$ cat config.mk
export PLATFORM = sky130hd
export DESIGN_NAME = spi_reg_frontend
export DESIGN_NICKNAME = d
export VERILOG_FILES = /design/src/rtl/spi_reg_frontend_pkg.sv /design/src/rtl/spi_pin_sync.sv /design/src/rtl/spi_reg_frontend.sv
export SDC_FILE = /design/constraint.sdc
export NUM_CORES = 1
export LEC_CHECK = 0
export CORE_ASPECT_RATIO = 1.5
export CORE_MARGIN = 2
export CORE_UTILIZATION = 58
export CTS_BUF_LIST = sky130_fd_sc_hd__clkbuf_8
export DETAILED_ROUTE_END_ITERATION = 7
export GPL_TIMING_DRIVEN = 0
export PLACE_DENSITY = 0.86
export SKIP_LAST_GASP = 1
export SLEW_MARGIN = 0
export SYNTH_ARGS = -nofsm -noshare
export SYNTH_HDL_FRONTEND = slang
export SYNTH_SLANG_ARGS = --single-unit
$ cat constraint.sdc
create_clock -name SPI_CLK -period 4.5 [get_ports SPI_CLK]
set_clock_uncertainty 0.05 [all_clocks]
set_input_delay 0.675 -clock SPI_CLK [delete_from_list [all_inputs] [get_ports SPI_CLK]]
set_output_delay 0.675 -clock SPI_CLK [all_outputs]
set_load 0.005 [all_outputs]
$ cat src/rtl/spi_reg_frontend_pkg.sv
// rtl/spi_reg_frontend_pkg.sv - shared constants, FSM encoding and frame-select helper for the SPI front end
package spi_reg_frontend_pkg;

  localparam int         SPI_RW_BIT     = 7;
  localparam logic [6:0] SPI_BCAST_ADDR = 7'h7F;

  typedef enum logic [2:0] {
    ST_IDLE = 3'd0,
    ST_CMD  = 3'd1,
    ST_ADDR = 3'd2,
    ST_DATA = 3'd3,
    ST_SKIP = 3'd4
  } state_t;

  // Broadcast address is write-only; a read to it is never accepted, even if it equals our own address.
  function automatic logic frame_selected(input logic [6:0] devaddr, input logic [6:0] own,
                                          input logic [6:0] bcast, input logic rw);
    return (devaddr == bcast) ? !rw : (devaddr == own);
  endfunction

endpackage

$ cat src/rtl/spi_pin_sync.sv
// rtl/spi_pin_sync.sv - multi-stage pin synchronizer with registered rise/fall pulses
module spi_pin_sync #(
  parameter int WIDTH       = 3,
  parameter int SYNC_STAGES = 2
) (
  input  logic             clk_i,
  input  logic             rst_ni,
  input  logic [WIDTH-1:0] pin_i,
  output logic [WIDTH-1:0] level_o,
  output logic [WIDTH-1:0] rise_o,
  output logic [WIDTH-1:0] fall_o
);

  logic [WIDTH-1:0] stage_q [SYNC_STAGES];
  logic [WIDTH-1:0] prev_q;
  logic [WIDTH-1:0] rise_q;
  logic [WIDTH-1:0] fall_q;

  // Reset to zero so a chip select held low across reset release never looks like a new frame.
  always_ff @(posedge clk_i or negedge rst_ni) begin
    if (!rst_ni) begin
      for (int i = 0; i < SYNC_STAGES; i++) stage_q[i] <= '0;
      prev_q <= '0;
      rise_q <= '0;
      fall_q <= '0;
    end else begin
      stage_q[0] <= pin_i;
      for (int i = 1; i < SYNC_STAGES; i++) stage_q[i] <= stage_q[i-1];
      prev_q <= stage_q[SYNC_STAGES-1];
      rise_q <= stage_q[SYNC_STAGES-1] & ~prev_q;
      fall_q <= ~stage_q[SYNC_STAGES-1] & prev_q;
    end
  end

  // prev_q carries the level that produced the current pulse, keeping data aligned with edges.
  assign level_o = prev_q;
  assign rise_o  = rise_q;
  assign fall_o  = fall_q;

endmodule

$ cat src/rtl/spi_reg_frontend.sv
// rtl/spi_reg_frontend.sv - SPI mode-0 slave decoding {rw,dev},addr,data frames into register bank strobes
module spi_reg_frontend
  import spi_reg_frontend_pkg::*;
#(
  parameter int         ADDR_WIDTH  = 8,
  parameter int         DATA_WIDTH  = 8,
  parameter int         SYNC_STAGES = 2,
  parameter logic [6:0] BCAST_ADDR  = SPI_BCAST_ADDR
) (
  input  logic                  SPI_CLK,
  input  logic                  RST_N,
  input  logic                  SCLK,
  input  logic                  SCSN,
  input  logic                  MOSI,
  output logic                  MISO,
  output logic                  MISO_OE,
  input  logic [6:0]            dev_addr,
  output logic [ADDR_WIDTH-1:0] address,
  output logic [DATA_WIDTH-1:0] data_in,
  output logic                  write_strobe,
  output logic                  read_strobe,
  input  logic [DATA_WIDTH-1:0] data_out,
  output logic                  frame_active
);

  localparam int P_MOSI = 0;
  localparam int P_SCSN = 1;
  localparam int P_SCLK = 2;

  logic [2:0] sync_level;
  logic [2:0] sync_rise;
  logic [2:0] sync_fall;

  spi_pin_sync #(
    .WIDTH       (3),
    .SYNC_STAGES (SYNC_STAGES)
  ) u_pin_sync (
    .clk_i   (SPI_CLK),
    .rst_ni  (RST_N),
    .pin_i   ({SCLK, SCSN, MOSI}),
    .level_o (sync_level),
    .rise_o  (sync_rise),
    .fall_o  (sync_fall)
  );

  logic sclk_rise, sclk_fall, scsn_rise, scsn_fall, mosi_lvl;
  logic unused_sync;

  assign sclk_rise   = sync_rise[P_SCLK];
  assign sclk_fall   = sync_fall[P_SCLK];
  assign scsn_rise   = sync_rise[P_SCSN];
  assign scsn_fall   = sync_fall[P_SCSN];
  assign mosi_lvl    = sync_level[P_MOSI];
  assign unused_sync = ^{sync_level[P_SCLK], sync_level[P_SCSN], sync_rise[P_MOSI], sync_fall[P_MOSI]};

  state_t                state_q;
  logic [2:0]            bit_cnt_q;
  logic [7:0]            rx_q;
  logic [7:0]            tx_q;
  logic                  rw_q;
  logic                  incr_q;
  logic                  load_q;
  logic                  miso_q;
  logic                  miso_oe_q;
  logic [ADDR_WIDTH-1:0] address_q;
  logic [DATA_WIDTH-1:0] data_in_q;
  logic                  write_strobe_q;
  logic                  read_strobe_q;
  logic                  frame_active_q;

  logic [7:0] rx_byte_d;
  assign rx_byte_d = {rx_q[6:0], mosi_lvl};

  always_ff @(posedge SPI_CLK or negedge RST_N) begin
    if (!RST_N) begin
      state_q        <= ST_IDLE;
      bit_cnt_q      <= 3'd0;
      rx_q           <= 8'h00;
      tx_q           <= 8'h00;
      rw_q           <= 1'b0;
      incr_q         <= 1'b0;
      load_q         <= 1'b0;
      miso_q         <= 1'b0;
      miso_oe_q      <= 1'b0;
      address_q      <= '0;
      data_in_q      <= '0;
      write_strobe_q <= 1'b0;
      read_strobe_q  <= 1'b0;
      frame_active_q <= 1'b0;
    end else begin
      write_strobe_q <= 1'b0;
      read_strobe_q  <= 1'b0;
      load_q         <= read_strobe_q;
      if (incr_q) begin
        address_q <= address_q + ADDR_WIDTH'(1);
        incr_q    <= 1'b0;
      end

      if (scsn_rise) begin
        state_q        <= ST_IDLE;
        bit_cnt_q      <= 3'd0;
        frame_active_q <= 1'b0;
        miso_oe_q      <= 1'b0;
        miso_q         <= 1'b0;
      end else if (scsn_fall) begin
        state_q        <= ST_CMD;
        bit_cnt_q      <= 3'd0;
        rw_q           <= 1'b0;
        frame_active_q <= 1'b0;
        miso_oe_q      <= 1'b0;
        miso_q         <= 1'b0;
      end else if (state_q != ST_IDLE) begin
        if (sclk_fall && miso_oe_q) begin
          miso_q <= tx_q[7];
          tx_q   <= {tx_q[6:0], 1'b0};
        end
        if (sclk_rise) begin
          rx_q      <= rx_byte_d;
          bit_cnt_q <= bit_cnt_q + 3'd1;
          if (bit_cnt_q == 3'd7) begin
            case (state_q)
              ST_CMD: begin
                if (frame_selected(rx_byte_d[6:0], dev_addr, BCAST_ADDR, rx_byte_d[SPI_RW_BIT])) begin
                  state_q        <= ST_ADDR;
                  rw_q           <= rx_byte_d[SPI_RW_BIT];
                  miso_oe_q      <= rx_byte_d[SPI_RW_BIT];
                  frame_active_q <= 1'b1;
                end else begin
                  state_q <= ST_SKIP;
                end
              end
              ST_ADDR: begin
                address_q     <= ADDR_WIDTH'(rx_byte_d);
                read_strobe_q <= rw_q;
                state_q       <= ST_DATA;
              end
              ST_DATA: begin
                incr_q <= 1'b1;
                if (rw_q) begin
                  read_strobe_q <= 1'b1;
                end else begin
                  data_in_q      <= DATA_WIDTH'(rx_byte_d);
                  write_strobe_q <= 1'b1;
                end
              end
              default: ;
            endcase
          end
        end
      end

      // Bank answers the cycle after read_strobe; the byte is latched here, before the next SCLK fall.
      if (load_q) tx_q <= 8'(data_out);
    end
  end

  assign MISO         = miso_q;
  assign MISO_OE      = miso_oe_q;
  assign address      = address_q;
  assign data_in      = data_in_q;
  assign write_strobe = write_strobe_q;
  assign read_strobe  = read_strobe_q;
  assign frame_active = frame_active_q;

endmodule
==> metrics.txt <==
Clock Tree Root sky130_fd_sc_hd__clkbuf_8; number of failing hold endpoints at the final stage 0; Hold Crit Class register to register; Avg WL per Cell 15.88 µm; total nets after synthesis 223; area occupied by multi-input gates 917.1 µm²; drc violations 0; synthesized flop and latch total 58; Peak VDD IR 0.4283 mV; run status finished, final reports clean; most common flop cell mapped by yosys sky130_fd_sc_hd__dfrtp_1; Die Outline Area 0.004679 mm²; area added between synthesis and finish 30.71%; number of synthesis warnings 0; distinct cell type count of the synthesized netlist 34; via count of the first global-routing pass 1670; Top delay family on crit path simple AND/OR/NAND/NOR gates; count of mapped cells out of synthesis 200; Initial Utilization 60.62%; share of the clock period used by the worst path 50.03%; Data arrival, critical path 2.42 ns; most common library cells after synthesis sky130_fd_sc_hd__dfrtp_1 (58), sky130_fd_sc_hd__nand2_1 (27), sky130_fd_sc_hd__o21ai_1 (12), sky130_fd_sc_hd__xor2_1 (12), sky130_fd_sc_hd__mux2_1 (11); Worst Setup End Kind register; global routing usage summed across all routing layers 23.02%; clock net sink count 58; largest buffer count on any clock path 2; f_max 444.2 MHz; number of cells upsized or downsized after cts 0; fraction of final layout cells with drive strength greater than 1 10.89%; routed vias 1668; slowest cell on the critical path sky130_fd_sc_hd__dfrtp_1; Initial DRC Count 50; unrepaired setup endpoints after global routing false; latest clock arrival within the worst-skew pair 0.34 ns; Total Neg Setup Slack 0 ns; library cell with the largest summed area after synthesis sky130_fd_sc_hd__dfrtp_1; count of maximum capacitance violations 0; Post-CTS Hold Buffers 0; wire length of the first global-routing pass 7831 µm; crit-path cells ha_1, ha_1, and3b_1, and2_1, and3_1, and2_1, buf_4, mux2_1; initial antenna violation count 0; die width 56.52 µm; Critical Path Max Stage Delay 0.40 ns; Final GP Congestion 0.8416; total placed instance area 0.002872 mm²; largest fanout on the critical path 9; Buf/Inv on CP 1; Post-Synthesis Cell Area 0.002400 mm²; sequential fraction of the synthesis area 60.48%; area of the core 0.003959 mm²; Max Transition Viols Final 0; half-perimeter wire length after detailed placement 3392 µm; Net count, final 275; post-CTS setup repair buffer count 0; Vert. Die Dim 82.78 µm; final WL 4796 µm; number of fill cells 259; time the final worst path needs with I/O delays and setup 2.251 ns; port bufs 40; pin count of the biggest net entering global routing 31; Final Instance Area 0.003137 mm²; Leak Pwr 1.368 nW; number of vias per cell after detailed routing 5.523; total overflow reported by the global router 0; Antenna Nets Post-Route 0; Setup-failing EPs final 0; proportion of synthesized flip-flops having asynchronous set or reset 100.0%; number of standard-cell rows in the floorplan 28; final antenna diode count 0; number of flops mapped to enable cells by yosys 0; critical path class register to register; leading cell type by number of instances after synthesis sky130_fd_sc_hd__dfrtp_1; startpoint type of the worst setup path register; Worst slew margin 56.52%; # IOs 41; CTS clock-pin slew for the worst setup and hold paths 0.07 ns; storage element area 0.001451 mm²; H-tree Lvls 3; power density of the placed cells 444.5 mW/mm²; Synth area leaders sky130_fd_sc_hd__dfrtp_1 (60%), sky130_fd_sc_hd__mux2_1 (5.2%), sky130_fd_sc_hd__xor2_1 (4.4%), sky130_fd_sc_hd__nand2_1 (4.2%), sky130_fd_sc_hd__mux2i_1 (3.8%); Mapped Avg Cell Area 12.00 µm²; TritonCTS clock tree built; pin slew with the least headroom to its limit 0.6522 ns; post-synth top area share 60.48%; critical path required time 4.67 ns; cts bufs inserted 9; Initial DRT Pass Iterations 4
==> cell usage in the layout (no fill, tap or decap), types with 2 or more instances in the layout <==
cell type / netlist / routed
sky130_fd_sc_hd__o21ai_0: 6 / 6
sky130_fd_sc_hd__clkbuf_1: 2 / 2
sky130_fd_sc_hd__ha_1: 3 / 3
sky130_fd_sc_hd__inv_1: 3 / 3
sky130_fd_sc_hd__bufinv_16: 0 / 4
sky130_fd_sc_hd__o21ai_1: 12 / 12
sky130_fd_sc_hd__nor2b_1: 4 / 4
sky130_fd_sc_hd__a21oi_1: 4 / 4
sky130_fd_sc_hd__mux2_1: 11 / 11
sky130_fd_sc_hd__xor2_1: 12 / 12
sky130_fd_sc_hd__nor2_2: 2 / 2
sky130_fd_sc_hd__and2_1: 2 / 2
sky130_fd_sc_hd__clkdlybuf4s50_1: 0 / 39
sky130_fd_sc_hd__xnor2_1: 3 / 3
sky130_fd_sc_hd__nand3_1: 8 / 8
sky130_fd_sc_hd__nand2_1: 27 / 27
sky130_fd_sc_hd__or3_1: 2 / 2
sky130_fd_sc_hd__mux2i_1: 9 / 9
sky130_fd_sc_hd__nand4_1: 4 / 4
sky130_fd_sc_hd__dfrtp_1: 58 / 58
sky130_fd_sc_hd__a31oi_1: 2 / 2
sky130_fd_sc_hd__or2_1: 2 / 2
sky130_fd_sc_hd__mux2_2: 4 / 4
sky130_fd_sc_hd__nor2_1: 8 / 8
sky130_fd_sc_hd__buf_2: 1 / 2
sky130_fd_sc_hd__clkbuf_8: 0 / 9
==> path summary, 6_finish.rpt <==
path / from / endpoint / slack [ns] / cells after the start
worst min-delay path: u_pin_sync.stage_q[0] / u_pin_sync.level_o[0] / 0.30 / 0
max in group asynchronous: RST_N / address[7] / 3.51 / 2
min in group asynchronous: RST_N / address[2] / 0.31 / 1
worst max-delay path: bit_cnt_q[0] / data_in[2] / 2.25 / 8
worst min register to register: u_pin_sync.stage_q[0] / u_pin_sync.level_o[0] / 0.30 / 0
worst max register to register: bit_cnt_q[0] / data_in[2] / 2.25 / 8
==> final cells by class <==
type / count / share of cell area [%]
Clock buffer: 9 / 3.949
Multi-Input combinational cell: 135 / 29.24
Timing Repair Buffer: 41 / 13.24
Sequential cell: 58 / 46.27
Buffer: 4 / 0.6382
Clock inverter: 7 / 4.507
Inverter: 3 / 0.3590
Tap cell: 45 / 1.795
==> flip-flops by register name, indices dropped and copies added (netlist names) <==
register	flops
address	8
data_in	8
tx_q	8
rx_q	7
u_pin_sync.stage_q	6
bit_cnt_q	3
state_q	3
u_pin_sync.level_o	3
u_pin_sync.fall_o	2
u_pin_sync.rise_o	2
MISO	1
MISO_OE	1
frame_active	1
incr_q	1
load_q	1
read_strobe	1
rw_q	1
write_strobe	1
==> through the flow <==
step                      total power [W]  cells  utilization, %  hold slack [ns]  setup slack, ns
final                            0.001394    302           79.24           0.3041            2.249
after detailed placement        0.0007684    286           72.53           0.2864            1.930
after CTS                        0.001406    302           79.24           0.3023            2.246
after floorplan                 0.0006992    200               -           0.2812            2.451
after global placement          0.0007556    285           72.16           0.2814            1.052
after global routing             0.001450    302           79.24           0.3101            2.172
==> power by group <==
part / leakage (nW) / switching [W] / internal (W)
combinational: 0.501 / 0.0000623 / 0.0000702
clock: 0.129 / 0.000214 / 0.000423
sequential: 0.738 / 0.0000555 / 0.000569
total: 1.37 / 0.000331 / 0.00106
==> kinds of logic (layout without fill, tap and decap cells) <==
family | after synthesis | in the layout | share of synthesized area [%]
adders and majority gates | 3 | 3 | 1.564
and+or+nand+nor | 66 | 66 | 14.29
muxes | 24 | 24 | 10.79
xor gates and xnor gates | 15 | 15 | 5.475
DFF | 58 | 58 | 60.48
buffers and inverters | 7 | 64 | 1.303
AOI/OAI and AO/OA | 27 | 27 | 6.101
==> layer usage <==
layer / share of wire (%) / global-route usage, % / vias to the layer above / wire (µm)
met1: 40 / 25.39 / 819 / 1903
met2: 53 / 39.77 / 43 / 2561
li1: - / - / 796 / -
met3: 4.8 / 7.132 / 10 / 231
met5: 0 / 0 / - / 0
met4: 2.1 / 12.38 / 0 / 99
Power figures use the tool's default switching activity.
